### src/rtl/pipe_ctrl_unit_pkg.sv
// Shared opcode/funct codes, control-word layout and decode helpers for pipe_ctrl_unit.
package pipe_ctrl_unit_pkg;

  localparam int unsigned ALU_OP_LENGTH = 3;

  localparam logic [5:0] OP_R_TYPE = 6'h00;
  localparam logic [5:0] OP_J      = 6'h02;
  localparam logic [5:0] OP_JAL    = 6'h03;
  localparam logic [5:0] OP_BEQ    = 6'h04;
  localparam logic [5:0] OP_BNE    = 6'h05;
  localparam logic [5:0] OP_ADDI   = 6'h08;
  localparam logic [5:0] OP_ORI    = 6'h0D;
  localparam logic [5:0] OP_XORI   = 6'h0E;
  localparam logic [5:0] OP_LUI    = 6'h0F;
  localparam logic [5:0] OP_LW     = 6'h23;
  localparam logic [5:0] OP_SW     = 6'h2B;

  localparam logic [5:0] FUNCT_MFHI = 6'h10;
  localparam logic [5:0] FUNCT_MFLO = 6'h12;
  localparam logic [5:0] FUNCT_MULT = 6'h18;
  localparam logic [5:0] FUNCT_DIV  = 6'h1A;

  // Bit positions above the ALUOp field; absolute index = ALU_OP_LENGTH + offset.
  localparam int unsigned CTRL_EXTEND_OFS   = 0;
  localparam int unsigned CTRL_REGWRITE_OFS = 1;
  localparam int unsigned CTRL_ALUSRC_OFS   = 2;
  localparam int unsigned CTRL_MEMWRITE_OFS = 3;
  localparam int unsigned CTRL_MEMREAD_OFS  = 4;
  localparam int unsigned CTRL_WRMUX_OFS    = 5;
  localparam int unsigned CTRL_JMP_OFS      = 6;
  localparam int unsigned CTRL_BRANCH_OFS   = 7;
  localparam int unsigned CTRL_REGDST_OFS   = 8;

  typedef enum logic [2:0] {
    ALU_ADD   = 3'd0,
    ALU_SUB   = 3'd1,
    ALU_OR    = 3'd2,
    ALU_XOR   = 3'd3,
    ALU_LUI   = 3'd4,
    ALU_SUBNE = 3'd5,
    ALU_FUNCT = 3'd7
  } alu_op_e;

  typedef struct packed {
    logic    reg_dst;
    logic    branch;
    logic    jmp;
    logic    write_reg_mux;
    logic    memread;
    logic    memwrite;
    logic    alu_src;
    logic    reg_write;
    logic    extend_op;
    alu_op_e alu_op;
  } ctrl_fields_t;

  function automatic logic is_known_funct(input logic [5:0] funct);
    case (funct)
      6'h20, 6'h21, 6'h22, 6'h23, 6'h24, 6'h25, 6'h26, 6'h27, 6'h2A, 6'h2B,
      FUNCT_MFHI, FUNCT_MFLO, FUNCT_MULT, FUNCT_DIV: is_known_funct = 1'b1;
      default:                                       is_known_funct = 1'b0;
    endcase
  endfunction

endpackage

### src/rtl/pipe_ctrl_unit_ctrl_decode.sv
// Combinational opcode/funct to control-word table; unknown encodings yield word 0 plus illegal.
module ctrl_decode #(
  parameter int unsigned ALU_OP_LENGTH = pipe_ctrl_unit_pkg::ALU_OP_LENGTH
) (
  input  logic [5:0]               op,
  input  logic [5:0]               funct,
  output logic [ALU_OP_LENGTH+8:0] ctrl,
  output logic                     illegal
);
  import pipe_ctrl_unit_pkg::*;

  ctrl_fields_t f;

  always_comb begin
    f       = '0;
    illegal = 1'b0;
    case (op)
      OP_R_TYPE: begin
        if (is_known_funct(funct)) begin
          f.reg_dst   = 1'b1;
          f.reg_write = 1'b1;
          f.alu_op    = ALU_FUNCT;
        end else begin
          illegal = 1'b1;
        end
      end
      OP_ORI:  begin f.alu_src = 1'b1; f.reg_write = 1'b1; f.alu_op = ALU_OR; end
      OP_XORI: begin f.alu_src = 1'b1; f.reg_write = 1'b1; f.alu_op = ALU_XOR; end
      OP_LUI:  begin f.alu_src = 1'b1; f.reg_write = 1'b1; f.alu_op = ALU_LUI; end
      OP_ADDI: begin
        f.alu_src = 1'b1; f.reg_write = 1'b1; f.extend_op = 1'b1; f.alu_op = ALU_ADD;
      end
      OP_LW: begin
        f.write_reg_mux = 1'b1; f.memread = 1'b1; f.alu_src = 1'b1;
        f.reg_write = 1'b1; f.extend_op = 1'b1; f.alu_op = ALU_ADD;
      end
      OP_SW: begin
        f.memwrite = 1'b1; f.alu_src = 1'b1; f.extend_op = 1'b1; f.alu_op = ALU_ADD;
      end
      OP_BEQ:  begin f.branch = 1'b1; f.extend_op = 1'b1; f.alu_op = ALU_SUB; end
      OP_BNE:  begin f.branch = 1'b1; f.extend_op = 1'b1; f.alu_op = ALU_SUBNE; end
      OP_J:    f.jmp = 1'b1;
      OP_JAL:  begin f.jmp = 1'b1; f.reg_write = 1'b1; end
      default: illegal = 1'b1;
    endcase
    ctrl = {f.reg_dst, f.branch, f.jmp, f.write_reg_mux, f.memread, f.memwrite,
            f.alu_src, f.reg_write, f.extend_op, ALU_OP_LENGTH'(f.alu_op)};
  end

endmodule

### src/rtl/pipe_ctrl_unit.sv
// ID-stage control: decode into ID/EX, load-use / MDU stalls, EX-redirect flush.
// Optional perf counters (stall_cnt, flush_cnt) when CTRL_PERF_CNT_EN is defined.
module pipe_ctrl_unit #(
  parameter int unsigned ALU_OP_LENGTH = pipe_ctrl_unit_pkg::ALU_OP_LENGTH,
  parameter int unsigned REG_AW        = 5,
  parameter int unsigned MDU_LAT       = 4,
  parameter int unsigned CNT_W         = 16
) (
  input  logic                     clk,
  input  logic                     rst_n,
  input  logic                     id_valid,
  input  logic [5:0]               id_op,
  input  logic [5:0]               id_funct,
  input  logic [REG_AW-1:0]        id_rs,
  input  logic [REG_AW-1:0]        id_rt,
  input  logic                     ex_redirect,
  output logic [ALU_OP_LENGTH+8:0] ex_ctrl,
  output logic                     ex_valid,
  output logic [REG_AW-1:0]        ex_rt,
  output logic                     hold_if_id,
  output logic                     flush_if_id,
  output logic                     mdu_busy,
  output logic                     illegal_op
`ifdef CTRL_PERF_CNT_EN
  ,
  output logic [CNT_W-1:0]         stall_cnt,
  output logic [CNT_W-1:0]         flush_cnt
`endif
);
  import pipe_ctrl_unit_pkg::*;

  localparam int unsigned MEMREAD_BIT = ALU_OP_LENGTH + CTRL_MEMREAD_OFS;
  localparam int unsigned MDU_CW      = $clog2(MDU_LAT + 1);

  if (MDU_LAT < 1 || CNT_W < 1) begin : g_bad_cfg
    $error("pipe_ctrl_unit: MDU_LAT and CNT_W must be >= 1");
  end

  logic [ALU_OP_LENGTH+8:0] dec_ctrl;
  logic                     dec_illegal;
  logic [MDU_CW-1:0]        mdu_cnt;
  logic is_rtype, is_mdu_issue, is_mdu_read;
  logic load_use, mdu_stall, accept, mdu_start;

  ctrl_decode #(.ALU_OP_LENGTH(ALU_OP_LENGTH)) u_decode (
    .op      (id_op),
    .funct   (id_funct),
    .ctrl    (dec_ctrl),
    .illegal (dec_illegal)
  );

  assign mdu_busy = (mdu_cnt != '0);

  // Redirect outranks both stalls, so hold and flush are mutually exclusive by construction.
  always_comb begin
    is_rtype     = (id_op == OP_R_TYPE);
    is_mdu_issue = is_rtype & ((id_funct == FUNCT_MULT) | (id_funct == FUNCT_DIV));
    is_mdu_read  = is_rtype & ((id_funct == FUNCT_MFHI) | (id_funct == FUNCT_MFLO));
    load_use     = ex_valid & ex_ctrl[MEMREAD_BIT] & id_valid & (ex_rt != '0) &
                   ((ex_rt == id_rs) | (ex_rt == id_rt));
    mdu_stall    = id_valid & is_mdu_read & mdu_busy;
    flush_if_id  = ex_redirect;
    hold_if_id   = ~ex_redirect & (load_use | mdu_stall);
    accept       = ~ex_redirect & ~hold_if_id;
    mdu_start    = accept & id_valid & is_mdu_issue;
  end

  always_ff @(posedge clk or negedge rst_n) begin
    if (!rst_n) begin
      ex_ctrl    <= '0;
      ex_valid   <= 1'b0;
      ex_rt      <= '0;
      illegal_op <= 1'b0;
      mdu_cnt    <= '0;
    end else begin
      if (accept && id_valid) begin
        ex_ctrl    <= dec_ctrl;
        ex_valid   <= 1'b1;
        ex_rt      <= id_rt;
        illegal_op <= dec_illegal;
      end else begin
        ex_ctrl    <= '0;
        ex_valid   <= 1'b0;
        ex_rt      <= '0;
        illegal_op <= 1'b0;
      end
      if (mdu_start) begin
        mdu_cnt <= MDU_CW'(MDU_LAT);
      end else if (mdu_cnt != '0) begin
        mdu_cnt <= mdu_cnt - 1'b1;
      end
    end
  end

`ifdef CTRL_PERF_CNT_EN
  always_ff @(posedge clk or negedge rst_n) begin
    if (!rst_n) begin
      stall_cnt <= '0;
      flush_cnt <= '0;
    end else begin
      if (hold_if_id)  stall_cnt <= stall_cnt + 1'b1;
      if (flush_if_id) flush_cnt <= flush_cnt + 1'b1;
    end
  end
`endif

endmodule

### config.mk
export PLATFORM = sky130hd
export DESIGN_NAME = pipe_ctrl_unit
export DESIGN_NICKNAME = d
export VERILOG_FILES = /design/src/rtl/pipe_ctrl_unit_pkg.sv /design/src/rtl/pipe_ctrl_unit_ctrl_decode.sv /design/src/rtl/pipe_ctrl_unit.sv
export SDC_FILE = /design/constraint.sdc
export NUM_CORES = 1
export LEC_CHECK = 0
export BUFFER_PORTS_ARGS = -buffer_cell sky130_fd_sc_hd__buf_2
export CORE_ASPECT_RATIO = 1.25
export CORE_MARGIN = 3
export CORE_UTILIZATION = 55
export CTS_CLUSTER_SIZE = 14
export DETAILED_ROUTE_END_ITERATION = 10
export GPL_TIMING_DRIVEN = 0
export PLACE_DENSITY = 0.95
export SYNTH_ARGS = -nofsm -noshare
export SYNTH_HDL_FRONTEND = slang
export SYNTH_HIERARCHICAL = 1
export SYNTH_SLANG_ARGS = --single-unit
### constraint.sdc
create_clock -name clk -period 3.6 [get_ports clk]
set_input_delay 0.72 -clock clk [delete_from_list [all_inputs] [get_ports clk]]
set_output_delay 0.72 -clock clk [all_outputs]
set_load 0.02 [all_outputs]
==> metrics.md <==
| Metric | Value |
|---|---|
| Final HPWL DP | `2.81 mm` |
| Mapped Area | `between 0.0015 and 0.002 mm^2` |
| GR Util All Layers | `20.6%` |
| Share of cells above drive strength 1 | `between 30% and 40%` |
| Final hold violation count | `0` |
| Design Area, Final | `0.00189 mm^2` |
| Endpoint type of the worst setup path | `primary output` |
| CP dominant cell by count | `buf_2` |
| Sequential area share after synthesis | `34.6%` |
| Dpl cell area | `0.00187 mm^2` |
| Leading cell type in the layout, fill and taps excluded | `buf_2` |
| Max-slew violation count | `0` |
| WP buf/inv | `2` |
| Clk_lat worst skew | `0.30 ns` |
| Number of hold-repair buffers added at the cts stage | `0` |
| Period utilization | `between 70 and 80%` |
| Vias per cell | `5.56` |
| Max_slew headroom | `approximately two thirds` |
| FF+latch count, synth | `22` |
| Max Cap Viol | `0` |
| Largest net degree at the start of global routing | `23` |
| Critical Path RT | `roughly 2.9 ns` |
| I/O pin total | `between 40 and 50` |
| Asr flop ratio synth | `100%` |
| Drt first pass iters | `4` |
| TritonCTS buffer count | `3` |
| Final setup violation count | `0` |
| Total Routed Length | `3.51 mm` |
| TNS Setup | `0 ns` |
| DR iter-0 viols | `28` |
| Most frequent cells in the layout | `buf_2, inv_1, dfrtp_1, xnor2_1` |
| Initial Utilization | `58.2%` |
| Bufs on Longest Clock Path | `2` |
| P per Cell Area | `~330 mW/mm^2` |
| I/O Buffers | `47` |
| Avg Inst Size Synth | `9.35 um^2` |
| Post-CTS Setup Inserts | `0` |
| Vias | `1412` |
| Max incr delay on CP | `0.33 ns` |
| Die W | `54.1 um` |
| Netlist cell types | `48` |
| DRC | `0` |
| Critical path launch point type | `input pin` |
| Pleak | `0.000880 uW` |
| Routed length per placed instance | `13.8 um` |
| Die area | `0.00358 mm^2` |
| DIE HEIGHT | `roughly 66 um` |
| Gates resized, CTS repair | `0` |
| Synth Flop Type | `dfrtp_1` |
| GP Congestion | `0.903` |
| Kind of cell adding the most delay to the critical path | `simple AND/OR/NAND/NOR gates` |
| N_diodes | `0` |
| Measured slew at the worst slew-check pin | `0.471 ns` |
| HP Class | `in2async` |
| Syn_nets | `slightly below 200` |
| Worst EP arrival | `1.82 ns` |
| Post-layout util | `~69%` |
| CTS tree | `done` |
| RSZ-0062 raised after global routing | `no` |
| Reg clk slew, reported paths | `0.11 ns` |
| Initial antenna violation count | `0` |
| Core area | `roughly 0.0027 mm^2` |
| Crit path max fanout | `5` |
| Row cnt | `21` |
| Max VDD drop | `259 uV` |
| Root Buffer Master | `clkbuf_4` |
| Count of yosys warnings during synthesis | `6` |
| Hold slack | `0.357 ns` |
| Setup CP Type | `in2out` |
| CP max stage cell | `nor4_4` |
| Status | `finished, final reports clean` |
| Antenna viol nets, final | `0` |
| Grt ovf | `0` |
| Skew final | `roughly 0.0035 ns` |
| First-pass GRT wire length | `5.44 mm` |
| Number of synthesized flops with an enable pin | `0` |
| Area grow syn2layout | `18.9%` |
| CTS H-tree lvls | `1` |
| FMAX | `just under 400 MHz` |
| CTS Sinks | `22` |
| Vias in the first global route | `1215` |
| Nets | `250` |
| Synth Instances | `170` |
| Minimum clock period | `2.54 ns` |
| CP cell instances | `buf_2 -> nor4_4 -> nand4_1 -> o22ai_1 -> buf_2` |
[through the flow]
| stage | instances | total power, uW | worst slack, ns |
|---|---|---|---|
| 6_report | 254 | 618 | 1.06 |
| 5_1_grt | 254 | 656 | 0.928 |
| 4_1_cts | 254 | 620 | 1.05 |
| 3_5_place_dp | 251 | 519 | 1.04 |
| 3_3_place_gp | 251 | 509 | 1.08 |
| 2_1_floorplan | 170 | 453 | 1.26 |
[area by class of cell]
type / instances / area, um^2
flip-flops and latches: 22 / 551
clock buffers: 3 / 22.5
multi-input cells: 114 / 873
well taps: 34 / 42.5
inverters: 23 / 86.3
fillers: 207 / 842
repair buffers: 47 / 235
plain buffers: 11 / 80.1
[state kept, by name (all words and copies together) (netlist names)]
register / count
ex_ctrl: 12
ex_valid: 1
illegal_op: 1
mdu_cnt: 3
ex_rt: 5
[where the power goes]
group	switching, uW	internal [uW]
sequential	9.76	270
clock	65.9	39.0
combinational	132	101
[path summary, 6_finish.rpt]
check                      startpoint           to  slack (ns)  cells past startpoint
setup / recovery             id_op[1]   hold_if_id        1.06                      5
hold / removal                  rst_n   ex_ctrl[0]        0.36                      1
setup reg to reg           mdu_cnt[0]     ex_rt[2]        1.97                      7
hold reg to reg            mdu_cnt[2]   mdu_cnt[2]        0.62                      3
max in group asynchronous       rst_n  ex_ctrl[10]        2.92                      1
min in group clk           mdu_cnt[2]   mdu_cnt[2]        0.62                      3
[cell families (layout without fill, tap and decap cells)]
family	after synthesis	count (layout)	synth area share (%)
flip-flops	22	22	34.6
buffers and inverters	34	84	10.5
AO/OA/AOI/OAI	45	45	24.9
AND/OR/NAND/NOR	54	54	21.2
XOR/XNOR	11	11	6.06
adder cells (fa/ha/maj)	2	2	1.57
multiplexers	2	2	1.26
[layer usage]
layer	up-vias	global-route usage, %	wire, um
li1	696	-	-
met2	40	36.8	1960
met1	669	25.3	1360
met4	0	8.41	64
met5	-	0	0
met3	7	0.677	126
[Yosys cell counts (2+ instances only)]
cell,n,area share (%)
nand3_1,5,1.6
inv_1,23,5.4
buf_2,6,1.9
ha_1,2,1.6
nand4b_1,2,1.1
nand2_1,10,2.4
a21oi_1,4,1.3
nor2b_1,4,1.6
xnor2_1,11,6.1
nor2_1,10,2.4
a211oi_2,9,7.1
dfrtp_1,22,35
nor4_4,2,2.7
o21ai_0,2,0.63
o31ai_1,3,1.4
o22a_1,2,1.1
a211oi_1,9,4.2
mux2i_1,2,1.3
a21oi_2,2,1.1
nand2b_1,5,2.0
nor4b_1,2,1.1
and3_1,2,0.79
o21ai_1,2,0.63
nand3_2,2,1.3
buf_4,2,0.94
nor3_1,3,0.94
Power figures use the tool's default switching activity.
